===== config.mk =====
export PLATFORM = sky130hd
export DESIGN_NAME = sobel_core
export DESIGN_NICKNAME = d
export VERILOG_FILES = /design/src/rtl/sobel_pkg.sv /design/src/rtl/sobel_kernel.sv /design/src/rtl/sobel_core.sv
export SDC_FILE = /design/constraint.sdc
export NUM_CORES = 1
export LEC_CHECK = 0
export CAP_MARGIN = 0
export CORE_ASPECT_RATIO = 0.6
export CORE_MARGIN = 2
export CORE_UTILIZATION = 50
export CTS_BUF_LIST = sky130_fd_sc_hd__clkbuf_8
export DETAILED_ROUTE_END_ITERATION = 7
export PLACE_DENSITY_LB_ADDON = 0.15
export SLEW_MARGIN = 15
export SYNTH_ARGS = -nofsm -noshare
export SYNTH_HDL_FRONTEND = slang
export SYNTH_HIERARCHICAL = 1
export SYNTH_SLANG_ARGS = --single-unit

===== constraint.sdc =====
create_clock -name clk_i -period 7.4 [get_ports clk_i]
set_clock_uncertainty 0.2 [all_clocks]
set_input_delay 1.48 -clock clk_i [delete_from_list [all_inputs] [get_ports clk_i]]
set_output_delay 1.48 -clock clk_i [all_outputs]
set_load 0.01 [all_outputs]

===== src/rtl/sobel_pkg.sv =====
// Shared constants and state type for the Sobel edge-detection stage.
package sobel_pkg;

  localparam int PIXEL_WIDTH_OUT = 8;
  localparam int SOBEL_WINDOW    = 9;
  localparam int GRAD_WIDTH      = 11;
  localparam int MAG_WIDTH       = 12;
  localparam int CNT_WIDTH       = 4;

  localparam logic [CNT_WIDTH-1:0] LAST_IDX = 4'd8;

  typedef enum logic [1:0] {
    ST_IDLE    = 2'd0,
    ST_LOAD    = 2'd1,
    ST_COMPUTE = 2'd2,
    ST_DONE    = 2'd3
  } sobel_state_e;

endpackage : sobel_pkg


===== src/rtl/sobel_kernel.sv =====
// Combinational 3x3 Sobel operator: Gx/Gy gradients, |Gx|+|Gy|, clamp to 8 bits.
module sobel_kernel
  import sobel_pkg::*;
(
  input  logic [SOBEL_WINDOW-1:0][PIXEL_WIDTH_OUT-1:0] win_i,
  output logic [PIXEL_WIDTH_OUT-1:0]                   mag_o
);

  function automatic logic signed [GRAD_WIDTH-1:0] zext(input logic [PIXEL_WIDTH_OUT-1:0] p);
    return signed'({{(GRAD_WIDTH-PIXEL_WIDTH_OUT){1'b0}}, p});
  endfunction

  function automatic logic [GRAD_WIDTH-1:0] abs_grad(input logic signed [GRAD_WIDTH-1:0] v);
    logic [GRAD_WIDTH-1:0] r;
    if (v[GRAD_WIDTH-1]) begin
      r = -v;
    end else begin
      r = v;
    end
    return r;
  endfunction

  logic signed [GRAD_WIDTH-1:0] gx_s;
  logic signed [GRAD_WIDTH-1:0] gy_s;
  logic        [MAG_WIDTH-1:0]  mag_s;

  // Gradients, magnitude and saturation.
  always_comb begin
    gx_s  = (zext(win_i[2]) + (zext(win_i[5]) <<< 1) + zext(win_i[8]))
          - (zext(win_i[0]) + (zext(win_i[3]) <<< 1) + zext(win_i[6]));
    gy_s  = (zext(win_i[6]) + (zext(win_i[7]) <<< 1) + zext(win_i[8]))
          - (zext(win_i[0]) + (zext(win_i[1]) <<< 1) + zext(win_i[2]));
    mag_s = {1'b0, abs_grad(gx_s)} + {1'b0, abs_grad(gy_s)};
    if (mag_s > 12'd255) begin
      mag_o = 8'hFF;
    end else begin
      mag_o = mag_s[PIXEL_WIDTH_OUT-1:0];
    end
  end

endmodule : sobel_kernel


===== src/rtl/sobel_core.sv =====
// Streaming Sobel stage: gathers a 3x3 raster window, emits one edge pixel per window.
module sobel_core
  import sobel_pkg::*;
(
  input  logic                       clk_i,
  input  logic                       nreset_i,
  input  logic                       start_i,
  input  logic                       in_px_valid_i,
  input  logic [PIXEL_WIDTH_OUT-1:0] in_px_gray_i,
  output logic                       in_ready_o,
  output logic [PIXEL_WIDTH_OUT-1:0] out_px_sobel_o,
  output logic                       out_valid_o
);

  sobel_state_e state_r;
  sobel_state_e next_state_s;
  logic [CNT_WIDTH-1:0]                       cnt_r;
  logic [SOBEL_WINDOW-1:0][PIXEL_WIDTH_OUT-1:0] win_r;
  logic [PIXEL_WIDTH_OUT-1:0]                 kernel_mag_s;
  logic                                       accept_s;
  logic                                       in_ready_r;
  logic                                       out_valid_r;
  logic [PIXEL_WIDTH_OUT-1:0]                 out_px_r;

  // Abort (start_i low) wins over a pixel offered on the same edge.
  assign accept_s = (state_r == ST_LOAD) && start_i && in_px_valid_i;

  // State register.
  always_ff @(posedge clk_i or negedge nreset_i) begin
    if (!nreset_i) begin
      state_r <= ST_IDLE;
    end else begin
      state_r <= next_state_s;
    end
  end

  // Next-state logic.
  always_comb begin
    next_state_s = ST_IDLE;
    case (state_r)
      ST_IDLE: begin
        if (start_i) next_state_s = ST_LOAD;
        else         next_state_s = ST_IDLE;
      end
      ST_LOAD: begin
        if (!start_i)                              next_state_s = ST_IDLE;
        else if (accept_s && (cnt_r == LAST_IDX))  next_state_s = ST_COMPUTE;
        else                                       next_state_s = ST_LOAD;
      end
      ST_COMPUTE: next_state_s = ST_DONE;
      ST_DONE: begin
        if (start_i) next_state_s = ST_LOAD;
        else         next_state_s = ST_IDLE;
      end
      default: next_state_s = ST_IDLE;
    endcase
  end

  // Window fill; the counter restarts whenever the next state is not LOAD.
  always_ff @(posedge clk_i or negedge nreset_i) begin
    if (!nreset_i) begin
      cnt_r <= 4'd0;
      win_r <= '0;
    end else if (accept_s) begin
      win_r[cnt_r] <= in_px_gray_i;
      cnt_r        <= cnt_r + 4'd1;
    end else if (next_state_s != ST_LOAD) begin
      cnt_r <= 4'd0;
    end
  end

  sobel_kernel u_kernel (
    .win_i (win_r),
    .mag_o (kernel_mag_s)
  );

  // Registered handshake, strobe and result.
  always_ff @(posedge clk_i or negedge nreset_i) begin
    if (!nreset_i) begin
      in_ready_r  <= 1'b0;
      out_valid_r <= 1'b0;
      out_px_r    <= 8'd0;
    end else begin
      in_ready_r  <= (next_state_s == ST_LOAD);
      out_valid_r <= (next_state_s == ST_DONE);
      if (state_r == ST_COMPUTE) begin
        out_px_r <= kernel_mag_s;
      end
    end
  end

  assign in_ready_o     = in_ready_r;
  assign out_valid_o    = out_valid_r;
  assign out_px_sobel_o = out_px_r;

endmodule : sobel_core


==> Yosys cells after proc, flatten, opt, wreduce, memory -nomap -nowiden <==
Index checks and enable logic that the tools add are counted.
{ "word_totals": {"ff_bits": 88, "inputBits": 12, "out_inout_bits": 10, "wordCells": 57} }
{ "op_classes": {"addsub": 14, "order_cmp": 3, "n_eq_ne": 7, "muxes": 12, "n_reduce_logical": 7} }
{ "ops": {"columns": ["operator", "count"], "rows": [
  ["72-bit bitwise mux", 1],
  ["11-bit by 9-bit adder with 11-bit output", 4],
  ["8-bit by 9-bit adder with 10-bit output", 4],
  ["8-bit demux with 4-bit select", 1],
  ["11-bit 2-to-1 mux", 2],
  ["11-bit negator", 2],
  ["11-bit subtractor", 2],
  ["8-bit 2-to-1 mux", 2],
  ["11-bit by 11-bit adder with 12-bit output", 1],
  ["12-bit by 8-bit greater-than comparator with 1-bit output, second input constant", 1],
  ["4-bit 2-to-1 mux", 2],
  ["2-bit equality test, second input constant", 3],
  ["2-bit case mux with 3 select lines", 1],
  ["4-bit by 5-bit less-than comparator with 1-bit output, second input constant", 1],
  ["4-bit by 1-bit adder with 4-bit output, second input constant", 1],
  ["2-bit by 1-bit equality test with 1-bit output, second input constant", 2],
  ["4-bit equality test, second input constant", 1],
  ["4-bit by 1-bit greater-or-equal comparator with 1-bit output, second input constant", 1],
  ["1-bit logical AND", 4],
  ["2-bit 2-to-1 mux", 2],
  ["2-bit logical NOT", 1],
  ["2-bit by 1-bit inequality test with 1-bit output, second input constant", 1],
  ["2-bit nonzero test", 1],
  ["2-bit OR reduction", 1],
  ["1-bit 2-to-1 mux", 1]
]} }

==> Longest topological paths before layout <==
Gate-level depths: netlist of run 1.
{ "depth": {"ltp_word": 10, "ltp_mapped": 24} }

==> Hierarchy <==
The synthesis of run 1 kept the hierarchy.
{ "by_module_without_submodules": {"columns": ["mod", "instances", "cells_per_inst", "area_per_inst_um2", "seq_area_each_um2"], "rows": [
  ["sobel_kernel", 1, 437, 3534.6, 0.0],
  ["sobel_core", 1, 226, 3519.6, 2202.1]
]} }

==> Least setup slack after synthesis of run 1 <==
Ideal clock, no wire load.
{ "synth_path": {"kind": "flip-flop to flip-flop", "start": "register win_r[7] (netlist name)", "end": "register out_px_r[2], in the netlist out_px_sobel_o[2]", "setup_ps": 125, "arrival_ps": 5734, "slack_ps": 1341, "path_stages_with_launch": 22, "n_path_buf": 1, "synth_period_minus_slack_ps": 6059, "path_cell_list": "dfrtp_1 -> inv_1 -> fa_1 -> inv_1 -> fa_1 -> fa_1 -> inv_1 -> ha_1 -> clkbuf_1 -> a2111oi_0 -> o21ai_0 -> nand2_1 -> o21ai_1 -> mux2_2 -> fa_1 -> a211oi_1 -> o21ai_0 -> and3_1 -> a2111o_1 -> a21oi_1 -> nand3_1 -> mux2_2"} }
{ "synth_via": {"elab_chain_len": 8, "elab_cells_between_ends": 13, "cone_classes": "9 x add/sub; 1 x order compare; 3 x mux"} }
{ "synth_rtl": {"columns": ["item", "line_no", "text"], "rows": [
  ["start: declaration", "sobel_core.sv:18", "logic [SOBEL_WINDOW-1:0][PIXEL_WIDTH_OUT-1:0] win_r;"],
  ["start signal: indexed assignment", "sobel_core.sv:65", "win_r[cnt_r] <= in_px_gray_i;"],
  ["8-bit by 9-bit adder with 10-bit output, on equally long branches", "sobel_kernel.sv:30, sobel_kernel.sv:32", null],
  ["11-bit by 9-bit adder with 11-bit output, on equally long branches", "sobel_kernel.sv:30, sobel_kernel.sv:32", null],
  ["11-bit subtractor, on equally long branches", "sobel_kernel.sv:30, sobel_kernel.sv:32", null],
  ["11-bit negator", "sobel_kernel.sv:16", "r = -v;"],
  ["11-bit 2-to-1 mux", "sobel_kernel.sv:15", "if (v[GRAD_WIDTH-1]) begin"],
  ["11-bit by 11-bit adder with 12-bit output *", "sobel_kernel.sv:33", "mag_s = {1'b0, abs_grad(gx_s)} + {1'b0, abs_grad(gy_s)};"],
  ["12-bit by 8-bit greater-than comparator with 1-bit output", "sobel_kernel.sv:34", "if (mag_s > 12'd255) begin"],
  ["8-bit 2-to-1 mux *", "sobel_kernel.sv:34", null],
  ["via kernel_mag_s[2]", "sobel_core.sv:19", "logic [PIXEL_WIDTH_OUT-1:0] kernel_mag_s;"],
  ["end signal: assignment", "sobel_core.sv:87", "out_px_r <= kernel_mag_s;"],
  ["end: declaration", "sobel_core.sv:23", "logic [PIXEL_WIDTH_OUT-1:0] out_px_r;"]
]} }
The timed path passes the listed nets; every way through them passes the cells marked *.
A chain may end at the register's enable or synchronous reset.

==> Worst setup path after layout of run 1 <==
{ "layout_path": {"start": "register win_r[0] (netlist name)", "end": "register out_px_r[5], in the netlist out_px_sobel_o[5]"} }
The elaborated chain is that of the path after synthesis.

==> impl_metrics.ini, run 1 <==
[worst_setup_path]
crit_required_ns = 7.45
arrival_ns = 6.83
r2r_cells = 21
crit_top_cell = fa_1
path_max_fanout = 8
cp_cell_sequence = fa_1 -> inv_1 -> fa_1 -> fa_1 -> ha_1 -> inv_1 -> fa_1 -> and2b_1 -> o21ai_2 -> mux2i_1 -> or4_4 -> o21ai_0 -> xnor2_1 -> ha_1 -> a21oi_1 -> o211ai_1 -> a2111oi_0 -> nand3b_1 -> nor2_1 -> nand3_1 -> mux2_2
r2r_setup_slack_ns = 0.62
critPathKind = reg2reg
cp_num_buf_inv = 2
start_kind = flip-flop
r2r_start = win_r[0]
cp_slowest_stage_delay_ns = 0.55
slowest_stage = or4_4
critical_path.startpoint = win_r[0]
cp_num_cells = 21
crit_end = out_px_sobel_o[5]
end_kind = flip-flop
reg2reg_to = out_px_sobel_o[5]
path_delay_family = adder cells

[floorplan]
die_h_um = 94.05
die_area_mm2 = 0.01449
boundaryPins = 22
row_count = 32
core_mm2 = 0.01301
initial_core_util = 0.5193
fp.dieW_um = 154.1

[sta]
maxSlewViolCount = 0
layout_setup_ws_ns = 0.6176
fmax_mhz = 147.4
hold_viol_final = 0
rsz0062_at_grt = false
worst_pin_slew_ns = 1.076
max-slew-margin-rel = 0.2788
fin_crit_sh = 0.9165
setup_viol = 0
setup_tns_ns = 0
fin_crit_ns = 6.782

[placement]
hpwl_um = 11280
place_ws_ns = 0.5081
place.gp.congestion = 0.8688
io_buffers = 21
placed_area_mm2 = 0.007121

[global_routing]
grt_max_degree = 81
grt_usage = 0.2179
overflow = 0
grt_pass1_wl_um = 24390
grt_pass1_vias = 4740
antenna_found_initial = 0

[flow_run]
cap_violations = 0

[cells_and_area]
nNetsFinal = 784
multiInputGateArea_mm2 = 0.004184
syn_to_final_growth_pct = 8.443
fill_cells = 1125
diodes = 0
stdcell_area_mm2 = 0.007328
seq_area_mm2 = 0.002002
drive_above_1_share = 0.1610

[detailed_routing]
drt-total-wl_um = 14230
drt-initial-drc-count = 216
routedWlPerCell_um = 16.92
dr.pass1.iters = 5
route.vias.total = 4552
drc = 0
viasPerCell = 5.413
ant_nets = 0

[cts]
clk_pin_slew_ns = 0.09
cts_hold_buf = 0
cts_tree = yes
cts_setup_buffers = 0
cts-buffers-inserted = 9
cts-htree-levels = 3
cts_buffer_depth = 2
clkLatencyLatePin_ns = 0.36
cts_sinks = 80
root_buffer = clkbuf_8

[worst_hold_path]
worstHoldPathType = reg2reg

[yosys]
avgSynthCellArea_um2 = 10.46
syn_nets = 764
synth_area_mm2 = 0.006758
synth_cells = 646
yosys_warnings = 6

[outcome]
outcome = completed
cell usage in the layout (no fill, tap or decap), drive strengths merged, types with 4 or more instances in the layout:
| cell | instances |
|---|---|
| nor2 | 27 |
| o211ai | 6 |
| nand2 | 24 |
| clkdlybuf4s50 | 20 |
| o21a | 6 |
| xnor2 | 17 |
| nand3b | 4 |
| ha | 43 |
| nand4 | 7 |
| o21ai | 21 |
| o22ai | 5 |
| clkbuf | 9 |
| mux2 | 73 |
| a2111oi | 5 |
| fa | 63 |
| and3 | 5 |
| a21oi | 18 |
| a211oi | 4 |
| xor2 | 16 |
| nor3b | 6 |
| a31oi | 5 |
| dfrtp | 80 |
| nor3 | 10 |
| nor2b | 4 |
| inv | 140 |
| nand2b | 4 |
| nand3 | 11 |
worst min-delay path by stage:
stage / startpoint / cells after the start / end / slack [ns]
after global routing: win_r[4] / 1 / win_r[4] / 0.33
after CTS: win_r[68] / 1 / win_r[68] / 0.32
final: win_r[60] / 1 / win_r[60] / 0.31
after global placement: out_px_sobel_o[4] / 1 / out_px_sobel_o[4] / 0.29
after detailed placement: win_r[68] / 1 / win_r[68] / 0.30
after floorplan: win_r[64] / 1 / win_r[64] / 0.28
cell type report:
type                    instances  share of cell area
well taps                     170             0.02903
flip-flops and latches         80              0.2732
clock inverters                 7            0.007171
repair buffers                 23             0.03312
inverters                     136             0.06966
multi-input cells             416              0.5709
clock buffers                   9             0.01690
metrics by stage:
| step | std cells | util | hold WS (ns) |
|---|---|---|---|
| CTS | 840 | 0.5608 | 0.3161 |
| finish | 841 | 0.5632 | 0.3118 |
| detailed placement | 824 | 0.5472 | 0.2951 |
| global route | 841 | 0.5632 | 0.3258 |
| floorplan | 646 | - | 0.2807 |
| global placement | 824 | 0.5472 | 0.2895 |
registers in the layout, summed over array words and instances, names as in the netlist:
signal          flops
out_valid_o         1
in_ready_o          1
state_r             2
cnt_r               4
win_r              64
out_px_sobel_o      8
repair_timing:
action / in CTS / in global routing
setup endpoints to repair: 0 / 4
hold endpoints to repair: 0 / 0
resized for setup: 0 / 1
metal layers:
metal | up-vias | global-route usage | wire length [um]
met5 | - | 0 | 0
li1 | 2176 | - | -
met3 | 10 | 0.03736 | 656
met1 | 2277 | 0.3361 | 7619
met2 | 89 | 0.3236 | 5870
met4 | 0 | 0.04206 | 82
worst reg2reg max path: stages, from the launching register on:
cell	delay, ns
dfrtp_1	0.43
fa_1	0.54
inv_1	0.05
fa_1	0.38
fa_1	0.54
ha_1	0.23
inv_1	0.07
fa_1	0.40
and2b_1	0.26
o21ai_2	0.09
mux2i_1	0.14
or4_4	0.55
o21ai_0	0.23
xnor2_1	0.10
ha_1	0.41
a21oi_1	0.31
o211ai_1	0.14
a2111oi_0	0.52
nand3b_1	0.12
nor2_1	0.49
nand3_1	0.15
mux2_2	0.32
Power of run 1 is not shown: default switching activity piles up to over one toggle a cycle in this logic, so the estimate is an artifact.
==> run 2: changes to the inputs <==
SYNTH_HIERARCHICAL = default   (was 1)
==> run 2 against run 1 <==
Against the previous run: first-iteration DRC count rose by 21%; global-route usage grew 1.7 points; synthesized cell count increased by 6.2%; critical endpoint is now out_px_sobel_o[4]; largest cell class unchanged; highest routed layer unchanged.
==> impl_metrics.ini, run 2 <==
[yosys]
ys_seq_elements = 80
synthArstFlopShare = 1.000
avgSynthCellArea_um2 = 9.968
synthFlopType = dfrtp_1
synth_area_mm2 = 0.006838
synth_edf_count = 0
synth_cell_types = 55
yosys_warnings = 0
synth_top_cell_by_area = dfrtp_1
syn_nets = 811
yosysSeqAreaShare = 0.2928
synth_top_cells_by_count = 80 x dfrtp_1, 80 x inv_1, 76 x ha_1
synth.top_cell.area_share = 0.2928
synth_cells = 686
synthTopCellsByArea = dfrtp_1 29%, ha_1 14%, fa_1 11%, mux2_2 9.1%, xnor2_1 5.0%

[worst_setup_path]
path_max_fanout = 10
arrival_ns = 6.96
start_kind = flip-flop
critPathKind = reg2reg
crit_required_ns = 7.45
end_kind = flip-flop

[global_routing]
grt_pass1_wl_um = 26320
grt_pass1_vias = 5065
overflow = 0
grt_usage = 0.2347
antenna_found_initial = 0
grt_max_degree = 81

[cells_and_area]
largest_reg_flops = 64
nNetsFinal = 835
syn_to_final_growth_pct = 9.186
drive_above_1_share = 0.1259
top_register = win_r
diodes = 0
layout.cells.non_filler = 890
layout_common_cells = 80 x inv_1, 80 x dfrtp_1, 76 x ha_1
stdcell_area_mm2 = 0.007466

[cts]
cts_sinks = 80
cts-buffers-inserted = 9
root_buffer = clkbuf_8
cts_tree = yes
cts-htree-levels = 3
cts_hold_buf = 0
cts_buffer_depth = 2
clk_pin_slew_ns = 0.09
clkLatencyLatePin_ns = 0.37

[placement]
place_ws_ns = 0.3283
placedCellCount = 874
io_buffers = 21
hpwl_um = 12910
place.gp.congestion = 0.8784
placed_area_mm2 = 0.007239

[detailed_routing]
route.vias.total = 4982
drc = 0
drt-total-wl_um = 16010
routedWlPerCell_um = 17.99
ant_nets = 0
drt-initial-drc-count = 261
dr.pass1.iters = 5
viasPerCell = 5.598

[sta]
fin_crit_sh = 0.9340
fin_crit_ns = 6.911
rsz0062_at_grt = false
setup_tns_ns = 0
fmax_mhz = 144.7
layout_setup_ws_ns = 0.4887
maxSlewViolCount = 0
hold_viol_final = 0
max-slew-margin-rel = 0.4400
worst_pin_slew_ns = 0.8400
setup_viol = 0

[floorplan]
core_mm2 = 0.01350
boundaryPins = 22
fp.dieW_um = 155.0
initial_core_util = 0.5064
row_count = 33
die_h_um = 94.59
die_area_mm2 = 0.01466

[worst_hold_path]
worstHoldPathType = reg2reg

[flow_run]
cap_violations = 0

[outcome]
outcome = completed
## run 2: cell types whose count changed in the layout (fill, tap and decap cells not counted), sizes merged, moves of 7 or more
cell,delta
xnor2,+22
and2,+7
inv,-58
xor2,+7
fa,-26
o21ai,+16
nor2,+14
o22a,+8
a21oi,+22
mux2,-18
a21o,+9
nand2,+17
ha,+33
## run 2: path summary, 6_finish.rpt
path	depth (start not counted)	start	endpoint	slack (ns)
max	27	win_r[1]	out_px_sobel_o[4]	0.49
min	1	out_px_sobel_o[1]	out_px_sobel_o[1]	0.31
max reg2reg	27	win_r[1]	out_px_sobel_o[4]	0.49
min reg2reg	1	out_px_sobel_o[1]	out_px_sobel_o[1]	0.31
max in group asynchronous	1	nreset_i	win_r[63]	5.45
min in group asynchronous	1	nreset_i	out_px_sobel_o[7]	0.90
## run 2: stage by stage
step	util	hold WS, ns
6_report	0.5530	0.3052
3_3_place_gp	0.5362	0.2797
3_5_place_dp	0.5362	0.2916
5_1_grt	0.5530	0.3241
4_1_cts	0.5503	0.3127
2_1_floorplan	-	0.2836
## run 2: cell families (layout without fill, tap and decap cells)
logic type | count (synthesis) | in the layout | share of synthesized area
AND/OR/NAND/NOR | 136 | 136 | 0.09790
flip-flops | 80 | 80 | 0.2928
AO/OA/AOI/OAI | 143 | 143 | 0.1319
buffers and inverters | 90 | 119 | 0.04977
XOR/XNOR | 62 | 62 | 0.07941
adder cells (fa/ha/maj) | 113 | 113 | 0.2474
multiplexers | 62 | 62 | 0.1008
## run 2: repair_timing
action / CTS / global route
setup endpoints to repair: 0 / 8
resized for setup: 0 / 9
buffers inserted: 0 / 0
## run 2: area by class of cell
type / instances / area [um2]
Clock buffer: 11 / 151.4
Multi-Input combinational cell: 516 / 4528
Timing Repair Buffer: 23 / 226.5
Clock inverter: 5 / 38.79
Tap cell: 175 / 219.0
Fill cell: 1216 / 6036
Sequential cell: 80 / 2002
Inverter: 80 / 300.3
## run 2: routing by layer
metal | global-route usage | share of wire
met4 | 0.04398 | 0.0091
met3 | 0.04819 | 0.048
met2 | 0.3493 | 0.43
met1 | 0.3552 | 0.52
met5 | 0 | 0
## run 2: critical path, cell delays in order, from the launching register on
cell      delay [ns]
dfrtp_1         0.41
ha_1            0.24
fa_1            0.44
a21oi_2         0.19
nor2_1          0.06
nor2_1          0.18
o21bai_1        0.14
a21oi_2         0.20
xor2_1          0.12
fa_1            0.51
inv_1           0.05
fa_1            0.50
inv_1           0.04
ha_1            0.23
or4_1           0.58
o221ai_2        0.19
mux2i_2         0.31
nor2_4          0.12
a21oi_1         0.18
xor2_1          0.09
ha_1            0.35
o21ai_0         0.11
a21oi_1         0.27
a31oi_2         0.16
o21ai_0         0.23
mux2i_1         0.25
nand3_2         0.21
o22a_1          0.24
Power of run 2 is left out for the same reason.
